[config.mk]
export PLATFORM = sky130hd
export DESIGN_NAME = pico_bus_decoder
export DESIGN_NICKNAME = d
export VERILOG_FILES = /design/src/rtl/pico_bus_decoder.sv
export SDC_FILE = /design/constraint.sdc
export NUM_CORES = 1
export LEC_CHECK = 0
export CELL_PAD_IN_SITES_DETAIL_PLACEMENT = 1
export CELL_PAD_IN_SITES_GLOBAL_PLACEMENT = 1
export CORE_ASPECT_RATIO = 1.1
export CORE_MARGIN = 2
export CORE_UTILIZATION = 32
export CTS_CLUSTER_DIAMETER = 120
export DETAILED_ROUTE_END_ITERATION = 10
export GPL_TIMING_DRIVEN = 0
export HOLD_SLACK_MARGIN = 0.12
export PLACE_DENSITY_LB_ADDON = 0.1
export SYNTH_ARGS = -nofsm -noshare
export SYNTH_HDL_FRONTEND = slang
export SYNTH_SLANG_ARGS = --single-unit
[constraint.sdc]
create_clock -name clk -period 2.77 [get_ports clk]
set_input_delay 0.6925 -clock clk [delete_from_list [all_inputs] [get_ports clk]]
set_output_delay 0.6925 -clock clk [all_outputs]
set_load 0.05 [all_outputs]
[src/rtl/pico_bus_decoder.sv]
// pico_bus_decoder
// Address decoder and response sequencer between the PicoRV32 native memory
// port and its slaves (on-chip RAM and the LED register). Each request is
// decoded once in IDLE. The slave choice and the request itself are held in
// registers, so the selects are glitch-free. A cycle budget bounds every
// access. Unmapped or hung accesses return ERR_DATA and raise a sticky bus
// error, so the core can never stall forever.

module pico_bus_decoder #(
    parameter logic [31:0] RAM_BASE  = 32'h0000_0000,
    parameter int          RAM_AW    = 14,
    parameter logic [31:0] LEDS_ADDR = 32'h1000_0000,
    parameter int          TIMEOUT   = 255,
    parameter logic [31:0] ERR_DATA  = 32'hDEAD_BEEF
) (
    input  logic        clk,
    input  logic        reset,
    input  logic        mem_valid,
    output logic        mem_ready,
    input  logic [31:0] mem_addr,
    input  logic [31:0] mem_wdata,
    input  logic [3:0]  mem_wstrb,
    output logic [31:0] mem_rdata,
    output logic        ram_sel,
    input  logic        ram_ready,
    input  logic [31:0] ram_rdata,
    output logic        leds_sel,
    input  logic        leds_ready,
    input  logic [31:0] leds_rdata,
    output logic        slv_we,
    output logic [31:0] slv_wdata,
    output logic [3:0]  slv_wstrb,
    input  logic        bus_err_clr,
    output logic        bus_err,
    output logic [31:0] err_addr
);

    typedef enum logic [1:0] {
        IDLE   = 2'd0,
        ACCESS = 2'd1,
        RESP   = 2'd2
    } state_t;

    typedef enum logic [1:0] {
        SLV_NONE = 2'd0,
        SLV_RAM  = 2'd1,
        SLV_LEDS = 2'd2
    } slave_t;

    localparam logic [15:0] TIMEOUT_W = 16'(TIMEOUT);

    state_t      state_q,     state_d;
    slave_t      slave_q,     slave_d;
    logic [31:0] reqAddr_q,   reqAddr_d;
    logic [31:0] reqWdata_q,  reqWdata_d;
    logic [3:0]  reqWstrb_q,  reqWstrb_d;
    logic [15:0] waitCnt_q,   waitCnt_d;
    logic [31:0] rdata_q,     rdata_d;
    logic        busErr_q,    busErr_d;
    logic [31:0] errAddr_q,   errAddr_d;

    logic        hitRam;
    logic        hitLeds;
    logic        slaveReady;
    logic [31:0] slaveRdata;
    logic        errSet;

    // Address decode of the live request. RAM is checked first, so an
    // overlapping LED address inside the RAM window resolves to RAM.
    always_comb begin
        hitRam  = (mem_addr[31:RAM_AW] == RAM_BASE[31:RAM_AW]);
        hitLeds = (mem_addr[31:2] == LEDS_ADDR[31:2]);
    end

    // Slave selects and write-side signals come only from registered state,
    // so they cannot glitch and they are never high outside ACCESS.
    always_comb begin
        ram_sel   = (state_q == ACCESS) && (slave_q == SLV_RAM);
        leds_sel  = (state_q == ACCESS) && (slave_q == SLV_LEDS);
        slv_we    = (state_q == ACCESS) && (reqWstrb_q != 4'b0000);
        slv_wdata = reqWdata_q;
        slv_wstrb = reqWstrb_q;
        mem_ready = (state_q == RESP);
        mem_rdata = rdata_q;
        bus_err   = busErr_q;
        err_addr  = errAddr_q;
    end

    // Return path from the currently selected slave. The ready of an
    // unselected slave never reaches the sequencer.
    always_comb begin
        slaveReady = 1'b0;
        slaveRdata = 32'h0;
        if (ram_sel) begin
            slaveReady = ram_ready;
            slaveRdata = ram_rdata;
        end else if (leds_sel) begin
            slaveReady = leds_ready;
            slaveRdata = leds_rdata;
        end
    end

    // Next-state and datapath logic for the IDLE -> ACCESS -> RESP sequence,
    // including the wait-cycle budget and the sticky error bookkeeping.
    always_comb begin
        state_d    = state_q;
        slave_d    = slave_q;
        reqAddr_d  = reqAddr_q;
        reqWdata_d = reqWdata_q;
        reqWstrb_d = reqWstrb_q;
        waitCnt_d  = waitCnt_q;
        rdata_d    = rdata_q;
        busErr_d   = busErr_q;
        errAddr_d  = errAddr_q;
        errSet     = 1'b0;

        if (bus_err_clr) begin
            busErr_d = 1'b0;
        end

        case (state_q)
            IDLE: begin
                if (mem_valid) begin
                    reqAddr_d  = mem_addr;
                    reqWdata_d = mem_wdata;
                    reqWstrb_d = mem_wstrb;
                    waitCnt_d  = 16'h0;
                    if (hitRam) begin
                        slave_d = SLV_RAM;
                        state_d = ACCESS;
                    end else if (hitLeds) begin
                        slave_d = SLV_LEDS;
                        state_d = ACCESS;
                    end else begin
                        slave_d   = SLV_NONE;
                        state_d   = RESP;
                        rdata_d   = ERR_DATA;
                        errSet    = 1'b1;
                        errAddr_d = mem_addr;
                    end
                end
            end

            ACCESS: begin
                if (slaveReady) begin
                    rdata_d = (reqWstrb_q != 4'b0000) ? 32'h0 : slaveRdata;
                    state_d = RESP;
                end else if (waitCnt_q == TIMEOUT_W) begin
                    rdata_d   = ERR_DATA;
                    errSet    = 1'b1;
                    errAddr_d = reqAddr_q;
                    state_d   = RESP;
                end else begin
                    waitCnt_d = waitCnt_q + 16'd1;
                end
            end

            RESP: begin
                slave_d = SLV_NONE;
                state_d = IDLE;
            end

            default: begin
                slave_d = SLV_NONE;
                state_d = IDLE;
            end
        endcase

        if (errSet) begin
            busErr_d = 1'b1;
        end
    end

    // State and datapath registers. Reset aborts any transaction in flight
    // without producing a response.
    always_ff @(posedge clk) begin
        if (reset) begin
            state_q    <= IDLE;
            slave_q    <= SLV_NONE;
            reqAddr_q  <= 32'h0;
            reqWdata_q <= 32'h0;
            reqWstrb_q <= 4'b0000;
            waitCnt_q  <= 16'h0;
            rdata_q    <= 32'h0;
            busErr_q   <= 1'b0;
            errAddr_q  <= 32'h0;
        end else begin
            state_q    <= state_d;
            slave_q    <= slave_d;
            reqAddr_q  <= reqAddr_d;
            reqWdata_q <= reqWdata_d;
            reqWstrb_q <= reqWstrb_d;
            waitCnt_q  <= waitCnt_d;
            rdata_q    <= rdata_d;
            busErr_q   <= busErr_d;
            errAddr_q  <= errAddr_d;
        end
    end

endmodule

### Word-level counts from Yosys, hierarchy flattened

Cells that the tools add are included.

| storage, ports and cells | value |
|---|---|
| register bits after elaboration | 153 |
| input bits | 138 |
| word-level logic and storage cells | 77 |

| operators by class | value |
|---|---|
| add/subtract/negate cells | 1 |
| eq/ne operators | 13 |
| muxes and demuxes | 39 |
| bitwise gates (word level) | 1 |
| reduce and logical (&&, ||, !) cells | 14 |

Operator list:

| kind | number |
|---|---|
| two-way mux 32 bit | 13 |
| case mux 32 bit (2 select lines) | 2 |
| two-way mux 16 bit | 3 |
| case mux 16 bit (2 select lines) | 1 |
| equality test 30 x 27 -> 1 bit (second input constant) | 1 |
| logical NOT 18 bit | 1 |
| adder 16 x 1 -> 16 bit (second input constant) | 1 |
| equality test 16 x 8 -> 1 bit (second input constant) | 1 |
| two-way mux 2 bit | 8 |
| != test 2 bit (second input constant) | 5 |
| two-way mux 1 bit | 9 |
| case mux 2 bit (2 select lines) | 2 |
| AND reduction 2 bit | 3 |
| AND reduction 6 bit | 1 |
| AND reduction 5 bit | 1 |
| equality test 2 x 1 -> 1 bit (second input constant) | 2 |
| equality test 2 bit (second input constant) | 2 |
| AND reduction 4 bit | 1 |
| nonzero test 2 bit | 2 |
| nonzero test 4 bit | 1 |
| logical AND 1 bit | 3 |
| != test 3 x 2 -> 1 bit (second input constant) | 1 |
| logical NOT 2 bit | 1 |
| != test 2 x 1 -> 1 bit (second input constant) | 1 |
| other kinds (2) | 2 |

### Depth between registers and ports, before layout

| depth | value |
|---|---|
| depth after elaboration | 7 |
| mapped depth | 9 |

### Worst setup path before layout

No wires, ideal clock.

| path | value |
|---|---|
| kind | input port to flip-flop |
| start | in mem_addr[4] |
| end | reg errAddr_q[14] (netlist: err_addr[14]) |
| library setup time | 0.081 ns |
| data arrival time | 2.480 ns |
| required time | 2.689 ns |
| slack | 0.209 ns |
| stages on the path | 7 |
| buffers on the path | 2 |
| cell sequence | or4_1 -> o41ai_4 -> a32oi_2 -> and2_1 -> buf_6 -> buf_6 -> a211oi_2 |

| between the ends | value |
|---|---|
| longest elaborated chain between the ends | 3 |

RTL lines:

| element | RTL line | RTL |
|---|---|---|
| from (decl) | 20 | `input logic [31:0] mem_addr,` |
| equality test 30 x 27 -> 1 bit | 72 | `hitLeds = (mem_addr[31:2] == LEDS_ADDR[31:2]);` |
| != test 2 bit (no line) | - |  |
| AND reduction 6 bit (no line) | - |  |
| to (signal assigned) | 196 | `errAddr_q <= errAddr_d;` |
| to (decl) | 60 | `logic [31:0] errAddr_q, errAddr_d;` |

Every way passes these cells.
A chain may end at the register's enable or synchronous reset.

### Final worst setup path

| path | value |
|---|---|
| start | in mem_addr[9] |
| end | reg rdata_q[3] (netlist: mem_rdata[3]) |

| between the ends | value |
|---|---|
| longest elaborated chain between the ends | 3 |

RTL lines:

| element | RTL line | RTL |
|---|---|---|
| equality test 30 x 27 -> 1 bit | 72 |  |
| != test 2 bit (no line) | - |  |
| AND reduction 5 bit (no line) | - |  |
| to (signal assigned) | 194 | `rdata_q <= rdata_d;` |
| to (decl) | 58 | `logic [31:0] rdata_q, rdata_d;` |

Every way passes these cells.

==> results.cfg <==
[run_status]
status = complete, no violations

[global_route]
grt_pass1_wl_um = 37520
grt_pass1_vias = 7067
antenna_found_initial = 1
grt.overflow.total = 0
grt_use_total_pct = 21.53
grt_max_degree = 17

[timing]
whs_ps = 455.5
period_needed_ps = 2757
max_slew_margin_pct = 47.04
drv_slew = 0
post-route-period-util_pct = 99.53
setup_viol = 0
tightest_slew_ps = 794.4
hold_viol = 0
rsz0062_at_grt = true
fmax_ghz = 0.3627
tns_ps = 0
skew_ps = 13.81

[route]
dr.pass1.iters = 4
drc = 0
vias_per_cell = 5.143
routed_wl_um = 24020
antenna_left = 0
vias = 6706
drt_iter0_drc = 188
wl_per_cell_um = 18.42

[logic_synthesis]
syn_inst = 768
seq_area_frac_synth_pct = 45.87
synth_top_area_share_pct = 45.87
ys_top_cells_by_area = dfxtp_1, nand2_1, a21oi_1, a211oi_2, mux2i_1
ys.flop_type = dfxtp_1
synth_top_area_cell = dfxtp_1
async_reset_ff_share_pct = 0
syn_nets = 907
syn-cell-area_mm2 = 0.006678
synth-seq-cells = 153
synth_edf_count = 0
ys_warn_count = 0
synthDistinctLibCells = 49
avgSynthCellArea_um2 = 8.695

[cells_and_area]
drive_gt1_share_pct = 10.69
diodes = 0
syn_to_final_growth_pct = 52.28
nets = 1175
mostFrequentLayoutCells = clkdlybuf4s50_1, nand2_1, dfxtp_1
final_cells = 1304
layout_commonest_cell = clkdlybuf4s50_1

[floorplanning]
die-area_mm2 = 0.02204
core_mm2 = 0.02051
die_x_um = 141.7
placementRows = 55
io-pin-count = 243
initial_core_util_pct = 32.56
die_y_um = 155.5

[clock_network]
numClockSinks = 153
h-tree-depth = 4
cts_hold_buf = 0
root_buffer = clkbuf_16
cts_tree = done
cts_buffers = 17
clk_latency_ps = 430
cts.reportedPaths.clkPinSlew_ps = 70
cts_buffer_depth = 2

[setup_path]
crit_type = input pin to flip-flop
crit_chain = clkdlybuf4s50_1 > or4b_4 > o41ai_4 > buf_4 > a31oi_4 > o21ai_4 > buf_6 > a221oi_1
worstSetupStartpointType = input pin
worst_path_max_delay_cell = or4b_4
worstSetupEndpointType = flip-flop
worstPathRequired_ps = 3050
worst_ep_arrival_time_ps = 3040
path_buf_inv = 3
path_max_fanout = 10
cpPeakStageDelay_ps = 560
cp_top_family = compound AO/OA/AOI/OAI gates

[job]
cap_viol_max_count = 0

[power_and_ir_drop]
cellLeakagePower_uw = 0.003911
p_total_uw = 5825
power_density_mw_per_mm2 = 572.8
ir_drop_mv = 0.4216

[hold_path]
hold_class = flip-flop to flip-flop

[place]
port_buffers = 242
dp.final_hpwl_um = 17830
dp.cells = 1266
gp_congestion = 0.7782
[power by group]
part | internal, uW | switching [uW]
Combinational | 481 | 709
Clock | 1260 | 980
Sequential | 2330 | 66.5
[worst register-to-register path, cell delays in order (launching register included)]
cell and delay [ps]:
dfxtp_1 390, ha_1 250, and4_1 210, clkbuf_1 240, nand4_1 270, a32oi_4 360
clkbuf_1 440, a21oi_1 160, a211oi_2 220
[cells in the mapped netlist (5+ instances only)]
library cell and count:
a22oi_1 8, xnor2_1 7, nor2b_1 7, a211oi_2 31, dfxtp_1 153, clkbuf_1 58
nor4_1 9, a31oi_1 6, o2bb2ai_1 8, a22o_1 24, nor3_1 5, a41o_1 5
nor2_1 26, inv_1 27, nand2_1 173, a21oi_1 104, mux2i_1 34, a221oi_1 24
[through the flow]
step / area, um^2 / worst slack [ps] / utilization, %
6_report: 10170 / 13.07 / 49.59
5_1_grt: 10170 / -95.75 / 49.59
4_1_cts: 10010 / -47.68 / 48.82
3_5_place_dp: 9425 / -637.2 / 45.96
3_3_place_gp: 9420 / -1127 / 45.94
2_1_floorplan: 6678 / 209.2 / -
[flip-flops by register name, summed over array words and instances, names as in the netlist]
name       cells
bus_err        1
err_addr      32
mem_rdata     32
reqAddr_q     32
slave_q        2
slv_wdata     32
slv_wstrb      4
state_q        2
waitCnt_q     16
[kinds of logic after synthesis]
kind of cell | Yosys count | share of synthesized area [%]
DFF | 153 | 45.87
adders and majority gates | 1 | 0.1873
muxes | 34 | 5.097
buffers and inverters | 95 | 5.846
and+or+nand+nor | 252 | 16.39
xor gates and xnor gates | 7 | 0.9181
AOI/OAI and AO/OA | 226 | 25.69
[path summary, 6_finish.rpt]
check / from / endpoint / slack, ps / depth (start not counted)
setup / recovery: mem_addr[9] / mem_rdata[3]$_SDFFE_PP0P_ / 10 / 8
hold / removal: slv_wdata[5]$_SDFFE_PP0P_ / slv_wdata[5]$_SDFFE_PP0P_ / 460 / 2
setup reg to reg: waitCnt_q[0]$_SDFFE_PP0P_ / err_addr[2]$_SDFFE_PP0P_ / 150 / 8
hold reg to reg: slv_wdata[5]$_SDFFE_PP0P_ / slv_wdata[5]$_SDFFE_PP0P_ / 460 / 2
[cell type report]
class	instances	area (um^2)
Tap cell	256	320.3
Inverter	27	101.3
Fill cell	2399	10340
Buffer	66	311.5
Multi-Input combinational cell	520	3312
Timing Repair Buffer	251	2496
Clock buffer	18	439.2
Clock inverter	13	120.1
Sequential cell	153	3068
[per-layer routing]
metal | vias to the layer above | track usage (%) | wire [um]
li1 | 3260 | - | -
met1 | 3234 | 24.63 | 10030
met2 | 172 | 38.05 | 11880
met3 | 40 | 6.125 | 1522
met4 | 0 | 8.095 | 582
met5 | - | 0 | 0
[repair_timing]
action,4_1_cts,5_1_grt
pin swaps,1,1
setup buffers,1,7
endpoints found under the setup margin,68,86
cloned,0,1
gates resized for setup,29,32
No activity file was read; power rests on OpenSTA's default activity.
